File: config.mk
export PLATFORM = sky130hd
export DESIGN_NAME = uart_rx_os
export DESIGN_NICKNAME = d
export VERILOG_FILES = /design/src/rtl/uart_pkg.sv /design/src/rtl/uart_os_tick.sv /design/src/rtl/uart_rx_os.sv
export SDC_FILE = /design/constraint.sdc
export NUM_CORES = 1
export LEC_CHECK = 0
export ABC_AREA = 1
export ABC_CLOCK_PERIOD_IN_PS = 1890
export BUFFER_PORTS_ARGS = -buffer_cell sky130_fd_sc_hd__clkbuf_2
export CAP_MARGIN = 10
export CORE_MARGIN = 3
export CORE_UTILIZATION = 55
export CTS_CLUSTER_DIAMETER = 50
export CTS_CLUSTER_SIZE = 14
export DETAILED_ROUTE_END_ITERATION = 12
export PLACE_DENSITY = 0.78
export REMOVE_ABC_BUFFERS = 1
export SLEW_MARGIN = 20
export SYNTH_ARGS = -nofsm -noshare
export SYNTH_HDL_FRONTEND = slang
export SYNTH_SLANG_ARGS = --single-unit
File: constraint.sdc
create_clock -name i_clk_sys -period 1.89 [get_ports i_clk_sys]
set_clock_uncertainty 0.2 [all_clocks]
set_input_delay 0 -clock i_clk_sys [delete_from_list [all_inputs] [get_ports i_clk_sys]]
set_output_delay 0 -clock i_clk_sys [all_outputs]
set_load 0.03 [all_outputs]
File: src/rtl/uart_pkg.sv
// Shared definitions for the oversampling UART: FSM encodings, parity selectors,
// oversampling indices and the baud divisor calculation.
package uart_pkg;

    typedef enum logic [2:0] {
        ST_IDLE   = 3'd0,
        ST_START  = 3'd1,
        ST_DATA   = 3'd2,
        ST_PARITY = 3'd3,
        ST_STOP   = 3'd4
    } uart_state_e;

    localparam logic PARITY_EVEN = 1'b0;
    localparam logic PARITY_ODD  = 1'b1;

    localparam int         OS_RATE     = 16;
    localparam logic [3:0] OS_SAMPLE_A = 4'd7;
    localparam logic [3:0] OS_SAMPLE_B = 4'd8;
    localparam logic [3:0] OS_SAMPLE_C = 4'd9;
    localparam logic [3:0] OS_LAST     = 4'd15;

    // System clocks per oversampling tick, truncated.
    function automatic int calc_div(input int clk_mhz, input int baud);
        return (clk_mhz * 1000000) / (baud * OS_RATE);
    endfunction

    function automatic logic maj3(input logic a, input logic b, input logic c);
        return (a & b) | (a & c) | (b & c);
    endfunction

endpackage

File: src/rtl/uart_os_tick.sv
// Oversampling tick generator: one-cycle pulse every DIV clocks while enabled,
// counter parked at zero while disabled so each frame starts phase-aligned.
module uart_os_tick #(
    parameter int DIV = 27
) (
    input  logic i_clk_sys,
    input  logic i_rst_n,
    input  logic i_en,
    output logic o_tick
);

    localparam int CW = (DIV > 2) ? $clog2(DIV) : 1;

    if (DIV < 2) begin : g_div_check
        $error("uart_os_tick: DIV must be at least 2");
    end

    logic [CW-1:0] cnt_r;
    logic          tick_r;

    // Divider counter and registered tick pulse.
    always_ff @(posedge i_clk_sys or negedge i_rst_n) begin
        if (!i_rst_n) begin
            cnt_r  <= '0;
            tick_r <= 1'b0;
        end else if (!i_en) begin
            cnt_r  <= '0;
            tick_r <= 1'b0;
        end else if (cnt_r == CW'(DIV - 1)) begin
            cnt_r  <= '0;
            tick_r <= 1'b1;
        end else begin
            cnt_r  <= cnt_r + 1'b1;
            tick_r <= 1'b0;
        end
    end

    assign o_tick = tick_r;

endmodule

File: src/rtl/uart_rx_os.sv
// 16x oversampling UART receiver with majority vote, false-start rejection,
// optional parity, 1/2 stop bits and a 1-deep valid/ready holding register.
module uart_rx_os
    import uart_pkg::*;
#(
    parameter int CLK_FRE     = 500,
    parameter int BAUD_RATE   = 9600,
    parameter int DATA_WIDTH  = 8,
    parameter int PARITY_ON   = 0,
    parameter int PARITY_TYPE = 0,
    parameter int STOP_BITS   = 1
) (
    input  logic                  i_clk_sys,
    input  logic                  i_rst_n,
    input  logic                  i_uart_rx,
    output logic [DATA_WIDTH-1:0] o_uart_data,
    output logic                  o_valid,
    input  logic                  i_ready,
    output logic                  o_parity_err,
    output logic                  o_frame_err,
    output logic                  o_break,
    output logic                  o_overrun,
    output logic                  o_busy
);

    localparam int   DIV      = calc_div(CLK_FRE, BAUD_RATE);
    localparam int   BW       = $clog2(DATA_WIDTH + 1);
    localparam logic PAR_SENSE = (PARITY_TYPE != 0) ? PARITY_ODD : PARITY_EVEN;

    if (DATA_WIDTH < 5 || DATA_WIDTH > 9) begin : g_width_check
        $error("uart_rx_os: DATA_WIDTH must be 5..9");
    end
    if (STOP_BITS < 1 || STOP_BITS > 2) begin : g_stop_check
        $error("uart_rx_os: STOP_BITS must be 1 or 2");
    end

    logic                  rx_meta_r, rx_sync_r, rx_prev_r;
    uart_state_e           state_r, state_next_s;
    logic                  tick_s;
    logic [3:0]            os_cnt_r;
    logic [1:0]            samp_r;
    logic [BW-1:0]         bit_cnt_r;
    logic                  stop_cnt_r;
    logic [DATA_WIDTH-1:0] shift_r;
    logic                  par_acc_r, perr_r, ferr_r;
    logic                  bit_s, mid_s, end_s, commit_s, ferr_final_s;

    logic [DATA_WIDTH-1:0] data_r;
    logic                  valid_r, perr_out_r, ferr_out_r, brk_r, ovr_r, busy_r;

    uart_os_tick #(.DIV(DIV)) u_tick (
        .i_clk_sys (i_clk_sys),
        .i_rst_n   (i_rst_n),
        .i_en      (state_r != ST_IDLE),
        .o_tick    (tick_s)
    );

    assign bit_s        = maj3(samp_r[1], samp_r[0], rx_sync_r);
    assign mid_s        = tick_s && (os_cnt_r == OS_SAMPLE_C);
    assign end_s        = tick_s && (os_cnt_r == OS_LAST);
    // The last stop bit's verdict arrives in the commit cycle itself.
    assign ferr_final_s = ferr_r | ~bit_s;

    // Two-flop line synchronizer plus previous sample for start-edge detection.
    always_ff @(posedge i_clk_sys or negedge i_rst_n) begin
        if (!i_rst_n) begin
            rx_meta_r <= 1'b1;
            rx_sync_r <= 1'b1;
            rx_prev_r <= 1'b1;
        end else begin
            rx_meta_r <= i_uart_rx;
            rx_sync_r <= rx_meta_r;
            rx_prev_r <= rx_sync_r;
        end
    end

    // FSM state register.
    always_ff @(posedge i_clk_sys or negedge i_rst_n) begin
        if (!i_rst_n) begin
            state_r <= ST_IDLE;
        end else begin
            state_r <= state_next_s;
        end
    end

    // Next-state and commit decode.
    always_comb begin
        state_next_s = state_r;
        commit_s     = 1'b0;
        case (state_r)
            ST_IDLE: begin
                if (rx_prev_r && !rx_sync_r) begin
                    state_next_s = ST_START;
                end else begin
                    state_next_s = ST_IDLE;
                end
            end
            ST_START: begin
                if (mid_s && bit_s) begin
                    state_next_s = ST_IDLE;
                end else if (end_s) begin
                    state_next_s = ST_DATA;
                end else begin
                    state_next_s = ST_START;
                end
            end
            ST_DATA: begin
                if (end_s && (bit_cnt_r == BW'(DATA_WIDTH))) begin
                    state_next_s = (PARITY_ON != 0) ? ST_PARITY : ST_STOP;
                end else begin
                    state_next_s = ST_DATA;
                end
            end
            ST_PARITY: begin
                if (end_s) begin
                    state_next_s = ST_STOP;
                end else begin
                    state_next_s = ST_PARITY;
                end
            end
            ST_STOP: begin
                // Leave half a bit early so the next start edge is never missed.
                if (mid_s && (stop_cnt_r == 1'(STOP_BITS - 1))) begin
                    commit_s     = 1'b1;
                    state_next_s = ST_IDLE;
                end else begin
                    state_next_s = ST_STOP;
                end
            end
            default: begin
                state_next_s = ST_IDLE;
            end
        endcase
    end

    // Bit timing, sample capture and frame accumulation.
    always_ff @(posedge i_clk_sys or negedge i_rst_n) begin
        if (!i_rst_n) begin
            os_cnt_r   <= 4'd0;
            samp_r     <= 2'b11;
            bit_cnt_r  <= '0;
            stop_cnt_r <= 1'b0;
            shift_r    <= '0;
            par_acc_r  <= 1'b0;
            perr_r     <= 1'b0;
            ferr_r     <= 1'b0;
        end else begin
            if (state_r == ST_IDLE) begin
                os_cnt_r <= 4'd0;
            end else if (tick_s) begin
                os_cnt_r <= os_cnt_r + 4'd1;
            end
            if (tick_s && (os_cnt_r == OS_SAMPLE_A || os_cnt_r == OS_SAMPLE_B)) begin
                samp_r <= {samp_r[0], rx_sync_r};
            end
            case (state_r)
                ST_IDLE: begin
                    bit_cnt_r  <= '0;
                    stop_cnt_r <= 1'b0;
                    par_acc_r  <= 1'b0;
                    perr_r     <= 1'b0;
                    ferr_r     <= 1'b0;
                end
                ST_DATA: begin
                    if (mid_s) begin
                        shift_r   <= {bit_s, shift_r[DATA_WIDTH-1:1]};
                        par_acc_r <= par_acc_r ^ bit_s;
                        bit_cnt_r <= bit_cnt_r + 1'b1;
                    end
                end
                ST_PARITY: begin
                    if (mid_s) begin
                        perr_r <= ((par_acc_r ^ bit_s) != PAR_SENSE);
                    end
                end
                ST_STOP: begin
                    if (mid_s && !bit_s) begin
                        ferr_r <= 1'b1;
                    end
                    if (end_s) begin
                        stop_cnt_r <= 1'b1;
                    end
                end
                default: begin
                    bit_cnt_r <= bit_cnt_r;
                end
            endcase
        end
    end

    // Holding register with valid/ready handshake and overrun pulse.
    always_ff @(posedge i_clk_sys or negedge i_rst_n) begin
        if (!i_rst_n) begin
            data_r     <= '0;
            valid_r    <= 1'b0;
            perr_out_r <= 1'b0;
            ferr_out_r <= 1'b0;
            brk_r      <= 1'b0;
            ovr_r      <= 1'b0;
            busy_r     <= 1'b0;
        end else begin
            busy_r <= (state_next_s != ST_IDLE);
            if (commit_s) begin
                if (!valid_r || i_ready) begin
                    data_r     <= shift_r;
                    perr_out_r <= perr_r;
                    ferr_out_r <= ferr_final_s;
                    brk_r      <= (shift_r == '0) && ferr_final_s;
                    valid_r    <= 1'b1;
                    ovr_r      <= 1'b0;
                end else begin
                    ovr_r <= 1'b1;
                end
            end else begin
                ovr_r <= 1'b0;
                if (valid_r && i_ready) begin
                    valid_r <= 1'b0;
                end
            end
        end
    end

    assign o_uart_data  = data_r;
    assign o_valid      = valid_r;
    assign o_parity_err = perr_out_r;
    assign o_frame_err  = ferr_out_r;
    assign o_break      = brk_r;
    assign o_overrun    = ovr_r;
    assign o_busy       = busy_r;

endmodule

After elaboration in Yosys (flattened, before gate mapping)
Index checks and enable logic that the tools add are counted.
- output and inout bits: 14
- logic and storage cells: 108
- bits in registers: 55
- bits of input ports: 4
- mux-type cells: 29
- bitwise operators: 9
- reductions and logical operators: 31
- equal/unequal tests: 15
- add/sub/neg operators: 3
- operators by type and width (operator ; count):
    12-bit two-way mux ; 2
    4-bit equality test, second input constant ; 4
    3-bit case mux with 5 select lines ; 1
    2-bit AND reduction ; 7
    1-bit two-way mux ; 13
    12-bit by 1-bit adder with 12-bit output, second input constant ; 1
    12-bit equality test, second input constant ; 1
    4-bit two-way mux ; 3
    1-bit logical AND ; 10
    2-bit nonzero test ; 5
    3-bit two-way mux ; 3
    4-bit by 1-bit adder with 4-bit output, second input constant ; 2
    8-bit zero test ; 1
    2-bit inequality test, second input constant ; 4
    1-bit case mux with 2 select lines ; 4
    4-bit case mux with 2 select lines ; 1
    3-bit by 2-bit equality test with 1-bit output, second input constant ; 2
    3-bit nonzero test ; 2
    4-bit by 3-bit equality test with 1-bit output, second input constant ; 1
    2-bit two-way mux ; 2
    1-bit AND ; 3
    3-bit by 1-bit equality test with 1-bit output, second input constant ; 1
    3-bit equality test, second input constant ; 1
    1-bit zero test ; 3
    other kinds (6) ; 10

Longest topological paths before layout
Gate-level depths: netlist of the first run.
- word-level depth: 7
- depth in mapped cells: 9
- gate-level depth less buffers: 9

Modules after synthesis
From an unflattened synthesis of the first run, not the netlist that was laid out.
- cell total of the unflattened synthesis: 311
- area, all modules: 2621.3 µm²
- modules (own cells, without submodules) (module ; area an instance (µm²) ; cells an instance ; seq. area each (µm²) ; times used):
    uart_rx_os ; 1919.3 ; 224 ; 1057.3 ; 1
    uart_os_tick ; 701.9 ; 87 ; 325.3 ; 1

Least setup slack after synthesis of the first run
No wires, ideal clock.
- path kind: register -> register
- start: register os_cnt_r[1]
- end: register brk_r, in the netlist o_break
- arrival: 1.292 ns
- setup time: 0.118 ns
- clock period less this slack: 1.610 ns
- data required time: 1.572 ns
- cell stages (with the launch flop): 9
- setup slack: 0.280 ns
- cell sequence: dfrtp_1 -> inv_1 -> ha_1 -> nand2_4 -> nor2_8 -> nand4_4 -> buf_6 -> nand2_1 -> nand2_1
- word-level cells in the longest chain between the ends: 6
- ends and longest elaborated chain (what ; RTL line ; text):
    start, declared ; uart_rx_os.sv:40 ; logic [3:0] os_cnt_r;
    start signal, assigned ; uart_rx_os.sv:151 ; os_cnt_r <= os_cnt_r + 4'd1;
    4-bit equality test ; uart_rx_os.sv:59 ; assign mid_s = tick_s && (os_cnt_r == OS_SAMPLE_C);
    1-bit logical AND ; uart_rx_os.sv:59 ;
    1-bit logical AND ; uart_rx_os.sv:123 ; if (mid_s && (stop_cnt_r == 1'(STOP_BITS - 1))) begin
    1-bit two-way mux ; uart_rx_os.sv:123 ;
    1-bit two-way mux ; uart_rx_os.sv:90 ; case (state_r)
    2-bit AND reduction (no source line) ; n/a ;
    end signal, assigned ; uart_rx_os.sv:208 ; brk_r <= (shift_r == '0) && ferr_final_s;
    end, declared ; uart_rx_os.sv:49 ; logic valid_r, perr_out_r, ferr_out_r, brk_r, ovr_r, busy_r;
No other way between the ends.
A chain may end at the register's enable or synchronous reset.

Final worst setup path of the first run
- start: register os_cnt_r[1]
- end: register data_r[7], in the netlist o_uart_data[7]
- word-level cells in the longest chain between the ends: 6
- ends and longest elaborated chain (what ; RTL line ; text):
    4-bit equality test ; uart_rx_os.sv:59 ;
    1-bit logical AND ; uart_rx_os.sv:59 ;
    1-bit logical AND ; uart_rx_os.sv:123 ;
    1-bit two-way mux ; uart_rx_os.sv:123 ;
    1-bit two-way mux ; uart_rx_os.sv:90 ;
    2-bit AND reduction (no source line) ; n/a ;
    end signal, assigned ; uart_rx_os.sv:205 ; data_r <= shift_r;
    end, declared ; uart_rx_os.sv:48 ; logic [DATA_WIDTH-1:0] data_r;
No other way between the ends.

==> results by stage, run 1 <==
Run status:
- The run finished with clean final reports.

Timing:
- The transition time at the pin with the least slew margin is 376 ps.
- The final sum of negative setup slack is 0 ps.
- The max-slew violation count is 0.
- The worst pin sits at a relative slew slack of 75.0%.
- For the finished layout, the period the worst path requires is 1740 ps.
- Setup repair after global routing left no endpoint under its margin.
- The fmax is between 500 and 600 MHz.
- After layout, the worst path uses 92.2% of the clock period.
- Setup violations remaining at the end of the flow were counted as 0.
- The final hold violation count is 0.

Place:
- During placement, the flow inserted port buffers numbering 17.
- Detailed placement finished with a half-perimeter wire length of approximately 3500 um.
- The congestion estimate from routability-driven global placement came to around 0.85.

Detailed routing:
- The number of DRC markers in iteration 0 is roughly 160.
- The sum of met3 wire segment lengths after detailed routing is 123 um.
- The detail-routed net length per standard cell is approximately 12 um.
- The highest signal layer in the routed design is met4.
- The total wire length is ~4800 um.
- The routed layout has around 2000 vias.
- For this run, the detailed router's first-pass iteration total came to 4.
- Dividing the detail-routed via count by the number of cells gives between 5 and 6.
- The number of routed nets with antenna violations is 0.
- The detailed router put a total of between 2000 and 2500 um of wire on met1.
- The post-route DRC violation count is 0.
- The wire length on met2 is roughly 2200 um.

Critical path:
- The capturing point of the worst reg2reg path is o_uart_data[7].
- The critical path launch point type is a register.
- In this run the worst path has a maximum fanout of 16.
- The critical path data arrival time is between 1500 and 2000 ps.
- The required time reported for the critical path endpoint is between 1500 and 2000 ps.
- The sort of element at the end of the critical path is a register.
- The most critical setup path has its endpoint at o_uart_data[7].
- By startpoint and endpoint, the worst setup path is classified as reg -> reg.
- In this run the critical register-to-register path is launched from os_cnt_r[1].
- The number of cells on the worst reg-to-reg path is 7.
- The worst register-to-register path has a setup slack of about 150 ps.
- The critical path startpoint is os_cnt_r[1].

Layout:
- In the final layout, the share of cells above drive strength 1 is between 10% and 20%.
- The layout has 380 filler cells.
- The net count reported at finish is between 300 and 400.
- Leaving out fill and tap cells, the most frequent cells in the layout are sky130_fd_sc_hd__nand2_1, sky130_fd_sc_hd__dfrtp_1, sky130_fd_sc_hd__inv_1.
- Cells fill between 60% and 70% of the core in the end.
- The most frequent standard cell in the layout excluding fill and tap cells is sky130_fd_sc_hd__nand2_1.
- The number of inserted diodes is 0.
- Relative to the synthesized area, the layout overhead comes to 9.93%.

GRT:
- The leftover overflow at the end of global routing is 0.
- The number of antenna violations at the first check in global routing was 0.
- Entering global routing, the biggest net connects 32 pins.
- In the global route stage, overall resource usage came out at between 10% and 20%.
- The number of global-route vias before repair came to around 2000.
- The first global-routing pass estimated about 8500 um of wire.

Synthesis:
- The post-synthesis cell type count is 29.
- The synthesized area per cell is around 8.4 sq um.
- The most used flip-flop cell after synthesis is sky130_fd_sc_hd__dfrtp_1.
- The count of yosys warnings during synthesis is 0.
- The gate count after technology mapping is ~320.
- The number of enable flip-flop cells after synthesis is 0.
- The share of synthesized flip-flops with an asynchronous set or reset is 100%.
- The count of state elements after synthesis is 55.
- The share of the Yosys chip area taken by registers is roughly 52%.
- In this run the cell area of the synthesized design comes to roughly 2700 sq um.

Die:
- The number of placement rows is 24.
- For this configuration, the core starts out at a cell density of about three fifths.
- From bottom edge to top edge, the die measures around 76 um.
- The I/O pin count is 18.
- The die covers between 5000 and 6000 sq um.
- In this run the standard cell core region covers between 4000 and 5000 sq um.
- The floorplan step set the die width to 75.7 um.

Clock tree:
- The master cell of the clock root buffer is sky130_fd_sc_hd__clkbuf_8.
- The clock tree from TritonCTS is yes.
- After clock tree synthesis, the clock-pin slew on the worst setup and hold paths is ~100 ps.
- The CTS buffer count is 5.
- The maximum buffer depth of the clock tree is 2.
- The clock net in this run drives a total of 55 sinks.
- The post-CTS setup-driven buffer insertion count is 0.
- The H-tree level count is 2.
- The clock latency on the worst-skew pair is roughly 310 ps.

Worst hold path:
- The kind of path behind the tightest hold check is in -> async.

Power:
- The switching power summed over all nets is 620 uW.
- Per report_power, the clock group accounts for between 30% and 40% of the total.
- The worst-case IR drop observed on VDD is 0.669 mV.
- In this run switching power makes up approximately 28% of total power.
- Cell internal power was estimated by the tool at around 1.6 mW.
- For this design the ratio of total power to cell area is between 700 and 800 nW/um^2.
- In this run, flip-flops and latches consume a little under 60% of the power.
- In this run, the combinational gates consume between 10% and 20% of the power.
- The static leakage power is 1.52 nW.

Flow run:
- Max-cap violations in this run came to 0.
==> cell families (layout without fill, tap and decap cells) <==
kind of cell    after synthesis  after routing  share of synthesized area, %
compound gates               26             26                          5.62
simple gates                177            177                          30.4
xor+xnor                      5              5                          1.64
fa+ha+maj                     7              7                          3.28
buf+inv                      47             74                          7.31
flops                        55             55                          51.8
==> metrics by stage <==
step                      hold slack, ps  worst slack (ps)  std cells  total power, mW  area [sq um]
after floorplan                     -496               270        314             1.49          2640
after global placement              -184               171        385             1.56          2810
after detailed placement            -182              77.4        385             1.57          2810
after CTS                           12.4              50.9        396             2.24          2930
after global routing                38.1          0.000222        396             2.35          2940
final                               8.21               148        396             2.21          2940
==> synthesized netlist by cell type, types with 4 or more instances <==
library cell | number | share of area [%]
sky130_fd_sc_hd__o21ai_2 | 4 | 1.3
sky130_fd_sc_hd__nand2_1 | 96 | 13
sky130_fd_sc_hd__ha_1 | 7 | 3.3
sky130_fd_sc_hd__xor2_1 | 5 | 1.6
sky130_fd_sc_hd__dfstp_2 | 5 | 4.9
sky130_fd_sc_hd__o21ai_0 | 15 | 2.8
sky130_fd_sc_hd__nor3_1 | 5 | 0.94
sky130_fd_sc_hd__nand3_1 | 19 | 3.6
sky130_fd_sc_hd__inv_1 | 42 | 5.9
sky130_fd_sc_hd__dfrtp_1 | 50 | 47
sky130_fd_sc_hd__nand4_1 | 4 | 0.94
sky130_fd_sc_hd__nor2_1 | 38 | 5.3
==> final cells by class <==
type | instances | area, sq um | share of cell area [%]
clock buffers | 5 | 68.8 | 2.34
inverters | 44 | 165 | 5.63
repair buffers | 22 | 130 | 4.43
flip-flops and latches | 55 | 1380 | 47.1
multi-input cells | 215 | 1100 | 37.5
well taps | 52 | 65.1 | 2.22
clock inverters | 3 | 23.8 | 0.810
==> flip-flops by register name (all words and copies together) (netlist names), 2 cells and up <==
register / cells
os_cnt_r: 4
state_r: 3
samp_r: 2
shift_r: 8
o_uart_data: 8
u_tick.cnt_r: 12
bit_cnt_r: 4
==> repair_timing <==
action | 4_1_cts | 5_1_grt
endpoints found under the hold margin | 59 | 0
setup endpoints to repair | 0 | 12
gates resized for setup | 0 | 3
hold buffers | 3 | 0
==> worst min-delay path by stage <==
stage,start,endpoint
finish,i_rst_n,os_cnt_r[2]
CTS,i_rst_n,os_cnt_r[2]
global placement,i_rst_n,os_cnt_r[2]
global route,i_rst_n,os_cnt_r[2]
detailed placement,i_rst_n,os_cnt_r[2]
floorplan,i_rst_n,bit_cnt_r[0]
==> critical path: stages, from the launching register on <==
cell	delay, ps
sky130_fd_sc_hd__dfrtp_1	420
sky130_fd_sc_hd__inv_1	100
sky130_fd_sc_hd__ha_1	200
sky130_fd_sc_hd__nand2_4	80
sky130_fd_sc_hd__nor2_8	170
sky130_fd_sc_hd__nand4_4	250
sky130_fd_sc_hd__nand2_1	130
sky130_fd_sc_hd__o21ai_0	80
==> power by group through the flow <==
stage / registers (mW) / logic, mW / clock network, mW
finish: 1.30 / 0.251 / 0.663
global route: 1.31 / 0.299 / 0.736
CTS: 1.30 / 0.250 / 0.687
detailed placement: 1.32 / 0.244 / 0
global placement: 1.32 / 0.238 / 0
floorplan: 1.32 / 0.167 / 0
==> per-layer routing <==
| metal | GRT usage, % | up-vias |
|---|---|---|
| met5 | 0 | - |
| met4 | 7.57 | 0 |
| met3 | 3.69 | 6 |
| met2 | 30.0 | 27 |
| met1 | 27.1 | 924 |
| li1 | - | 1039 |
Note: power is estimated with default switching activity, not from simulation.
==> inputs of run 2 (changes only) <==
--- a/config.mk
+++ b/config.mk
@@ -19,4 +19,5 @@
 export SLEW_MARGIN = 20
 export SYNTH_ARGS = -nofsm -noshare
 export SYNTH_HDL_FRONTEND = slang
+export SYNTH_HIERARCHICAL = 1
 export SYNTH_SLANG_ARGS = --single-unit
==> run 2 against run 1 <==
- power increased by 0.22%
- flip-flop and latch count unchanged
- via count increased by 0.25%
- largest cell class unchanged
- count of clock-buffer cells in the layout unchanged
- sequential power about the same
- global-route usage decreased by 1.7 points
- critical path type unchanged
- area after synthesis decreased by 1.8%
- die area decreased by 1.7%
- design area decreased by 0.60%
- maximum frequency decreased by 0.42%
- hold slack improved by 6.9 ps
==> results by stage, run 2 <==
Die:
- The die covers ~5600 sq um.
- The core area is 4470 sq um.
- The floorplan die width is around 75 um.
- The I/O pin count is 18.
- The effective utilization at floorplan is 58.6%.
- Row generation in the floorplan step produced 24 rows.
- Measured along the y axis, the die boundary spans between 70 and 80 um.

Timing:
- Static timing analysis puts the maximum clock frequency at 572 MHz.
- Setup violations remaining at the end of the flow were counted as 0.
- Across all setup checks in the final design, the least slack found is between 100 and 150 ps.
- The transition time at the pin with the least slew margin is 599 ps.
- In this run the tightest slew margin relative to its limit is around 60%.
- For the final routed database, the setup TNS stands at 0 ps.
- The final hold violation count was 0.
- The max-slew violation count came to 0.
- Setup repair after global routing left no endpoint under its margin.
- The clock period could shrink to roughly 1700 ps.
- The worst path uses 92.6% of the clock period.

Critical path:
- STA classifies the critical path endpoint as a register.
- Of all nets on the critical path, the largest fanout is 19.
- The category of the most critical setup path is reg -> reg.
- The critical path launch point type is a register.
- Data on the critical path is required at its endpoint by a little under 2000 ps.
- STA puts the critical path data arrival time at roughly 1800 ps.

Synthesis:
- The count of yosys warnings during synthesis is 6.
- The top-area cell type share of the netlist area is between 40% and 50%.
- By count the netlist is led by sky130_fd_sc_hd__nand2_1, sky130_fd_sc_hd__dfrtp_1, sky130_fd_sc_hd__inv_1, sky130_fd_sc_hd__nor2_1, sky130_fd_sc_hd__nand3_1.
- The mapped netlist covers about 2600 sq um.
- The count of state elements after synthesis is 55.
- The post-synthesis cell type count is 29.
- Summing the sequential cell areas from Yosys gives ~53% of the chip area.
- Each instance of the synthesized netlist takes up on average roughly 8.4 sq um.
- Synthesis produced 311 cells.
- The largest area contributor in the synthesized netlist is sky130_fd_sc_hd__dfrtp_1.
- The leading cell type by number of instances after synthesis is sky130_fd_sc_hd__nand2_1.
- The flip-flop cell with the highest count after synthesis is sky130_fd_sc_hd__dfrtp_1.
- The number of enable flip-flop cells after synthesis is 0.
- Sorting the synthesized cells by area gives the leading types as sky130_fd_sc_hd__dfrtp_1, sky130_fd_sc_hd__nand2_1, sky130_fd_sc_hd__inv_1.
- In the synthesized netlist the async set-or-reset flop fraction comes to 100%.

GRT:
- Entering global routing, the biggest net connects 33 pins.
- The number of antenna violations at the first check in global routing is 0.
- The total track usage is around 18%.
- The leftover overflow at the end of global routing is 0.
- The first global-routing pass estimated a little under 8000 um of wire.
- The number of global-route vias before repair is between 1500 and 2000.

Worst hold path:
- The kind of path behind the tightest hold check is in -> async.

Power:
- The maximum resistive drop on vdd is ~0.55 mV.
- In this run the power density over the cells is between 700 and 800 nW/um^2.
- The static leakage power is around 1.4 nW.

Clock tree:
- The clock transition at the register clock pins on the worst setup and hold paths after CTS is roughly 100 ps.
- Clock tree synthesis found a total of between 50 and 60 sinks.
- The H-tree was split into 2 levels.
- The master cell of the clock root buffer is sky130_fd_sc_hd__clkbuf_8.
- The clock passes through at most 2 buffers.
- The CTS buffer count is 5.
- For the worst-skew pair, the clock arrives at the later sink with an insertion delay of between 300 and 400 ps.
- The number of gates resized after CTS is 0.
- TritonCTS built the clock tree.

Detailed routing:
- The number of vias after detailed routing is ~2000.
- Using the TritonRoute via totals, the vias-per-cell ratio works out to around 5.1.
- The post-route DRC violation count is 0.
- The first detailed-routing pass took 6 iterations.
- In the final routed layout, each cell accounts on average for 11.6 um.
- The total wire length is 4550 um.
- The number of DRC markers in iteration 0 is between 70 and 80.
- The count of nets left with antenna violations once routing finished came out at 0.

Layout:
- The number of inserted diodes is 0.
- The register with the most flip-flops in the layout has 12 of them.
- In the layout the commonest cells are sky130_fd_sc_hd__nand2_1, sky130_fd_sc_hd__dfrtp_1, sky130_fd_sc_hd__inv_1, sky130_fd_sc_hd__nor2_1, sky130_fd_sc_hd__nand3_1.
- At the end of the flow, the number of nets in the layout was ~350.
- Fill cells in the final layout number 376.
- Of the cells placed in the final design, the portion with a size suffix greater than 1 is 16.8%.
- From synthesis to final layout, the design area changed by 11.3%.
- Leaving out fill and tap cells, the most frequent cell in the layout is sky130_fd_sc_hd__nand2_1.
- u_tick/cnt_r holds more flip-flops than any other register.

Place:
- The half-perimeter wire length of the detailed placement result is around 3500 um.
- The post-placement worst setup slack is about 80 ps.
- Port buffering added 17 buffers.
- The congestion estimate from routability-driven global placement came to roughly 0.83.

Flow run:
- The max-cap check violation count is 0.

Run status:
- The run finished with clean final reports.
run 2: cell count changes in the layout (fill, tap and decap cells not counted), sizes merged, moves of 2 or more:
cell / delta
nand2: -9
o21ai: +3
inv: -3
a21oi: +2
xnor2: +2
nor2: +2
run 2: kinds of logic after synthesis:
| kind of cell | Yosys count | share of synthesized area (%) |
|---|---|---|
| flops | 55 | 52.7 |
| fa+ha+maj | 7 | 3.34 |
| buf+inv | 44 | 6.87 |
| xor+xnor | 7 | 2.34 |
| compound gates | 31 | 6.68 |
| simple gates | 167 | 28.0 |
run 2: final timing paths:
kind	from	endpoint	slack, ps	cells after the start
worst max-delay path	os_cnt_r[1]	o_frame_err	140	9
worst min-delay path	i_rst_n	o_busy	20	2
worst max register to register	os_cnt_r[1]	o_frame_err	140	9
worst min register to register	rx_meta_r	rx_sync_r	160	0
max in group asynchronous	i_rst_n	u_tick/cnt_r[10]	910	3
min in group i_clk_sys	i_uart_rx	rx_meta_r	130	2
run 2: stage by stage:
step	hold WS (ps)	instances	area (sq um)	total power [mW]	util (%)
6_report	15.1	391	2920	2.22	65.2
2_1_floorplan	-496	308	2600	1.51	-
3_3_place_gp	-172	379	2780	1.59	62.0
5_1_grt	54.4	391	2920	2.35	65.2
4_1_cts	34.9	390	2900	2.25	64.8
3_5_place_dp	-164	379	2780	1.59	62.0
run 2: what timing repair did:
| action | CTS | global route |
|---|---|---|
| endpoints found under the setup margin | 0 | 11 |
| hold endpoints to repair | 58 | 0 |
| setup buffers | 0 | 1 |
| hold buffers | 3 | 0 |
run 2: power breakdown:
group	internal [mW]	switching (mW)
clock	0.265	0.382
combinational	0.104	0.159
sequential	1.24	0.0698
run 2: cell type report:
type	count	area (sq um)	area share, %
sequential	55	1380	47.4
multi-input combinational	212	1060	36.3
timing repair buffer	23	163	5.57
inverter	41	156	5.36
clock buffer	5	68.8	2.36
tap	52	65.1	2.23
clock inverter	3	23.8	0.815
run 2: routing by layer:
layer | global-route usage [%] | vias up | part of all wire [%]
met3 | 4.01 | 6 | 2.7
li1 | - | 1023 | -
met2 | 32.8 | 24 | 49
met1 | 20.6 | 948 | 47
met5 | 0 | - | 0
met4 | 4.15 | 0 | 1.3
run 2: critical path: stages (launching register included):
cell	delay [ps]
sky130_fd_sc_hd__dfrtp_1	420
sky130_fd_sc_hd__inv_1	100
sky130_fd_sc_hd__ha_1	180
sky130_fd_sc_hd__nand2_2	70
sky130_fd_sc_hd__nor2_4	200
sky130_fd_sc_hd__nand4_4	120
sky130_fd_sc_hd__buf_12	180
sky130_fd_sc_hd__inv_2	100
sky130_fd_sc_hd__nand2_1	80
sky130_fd_sc_hd__nand2_1	60
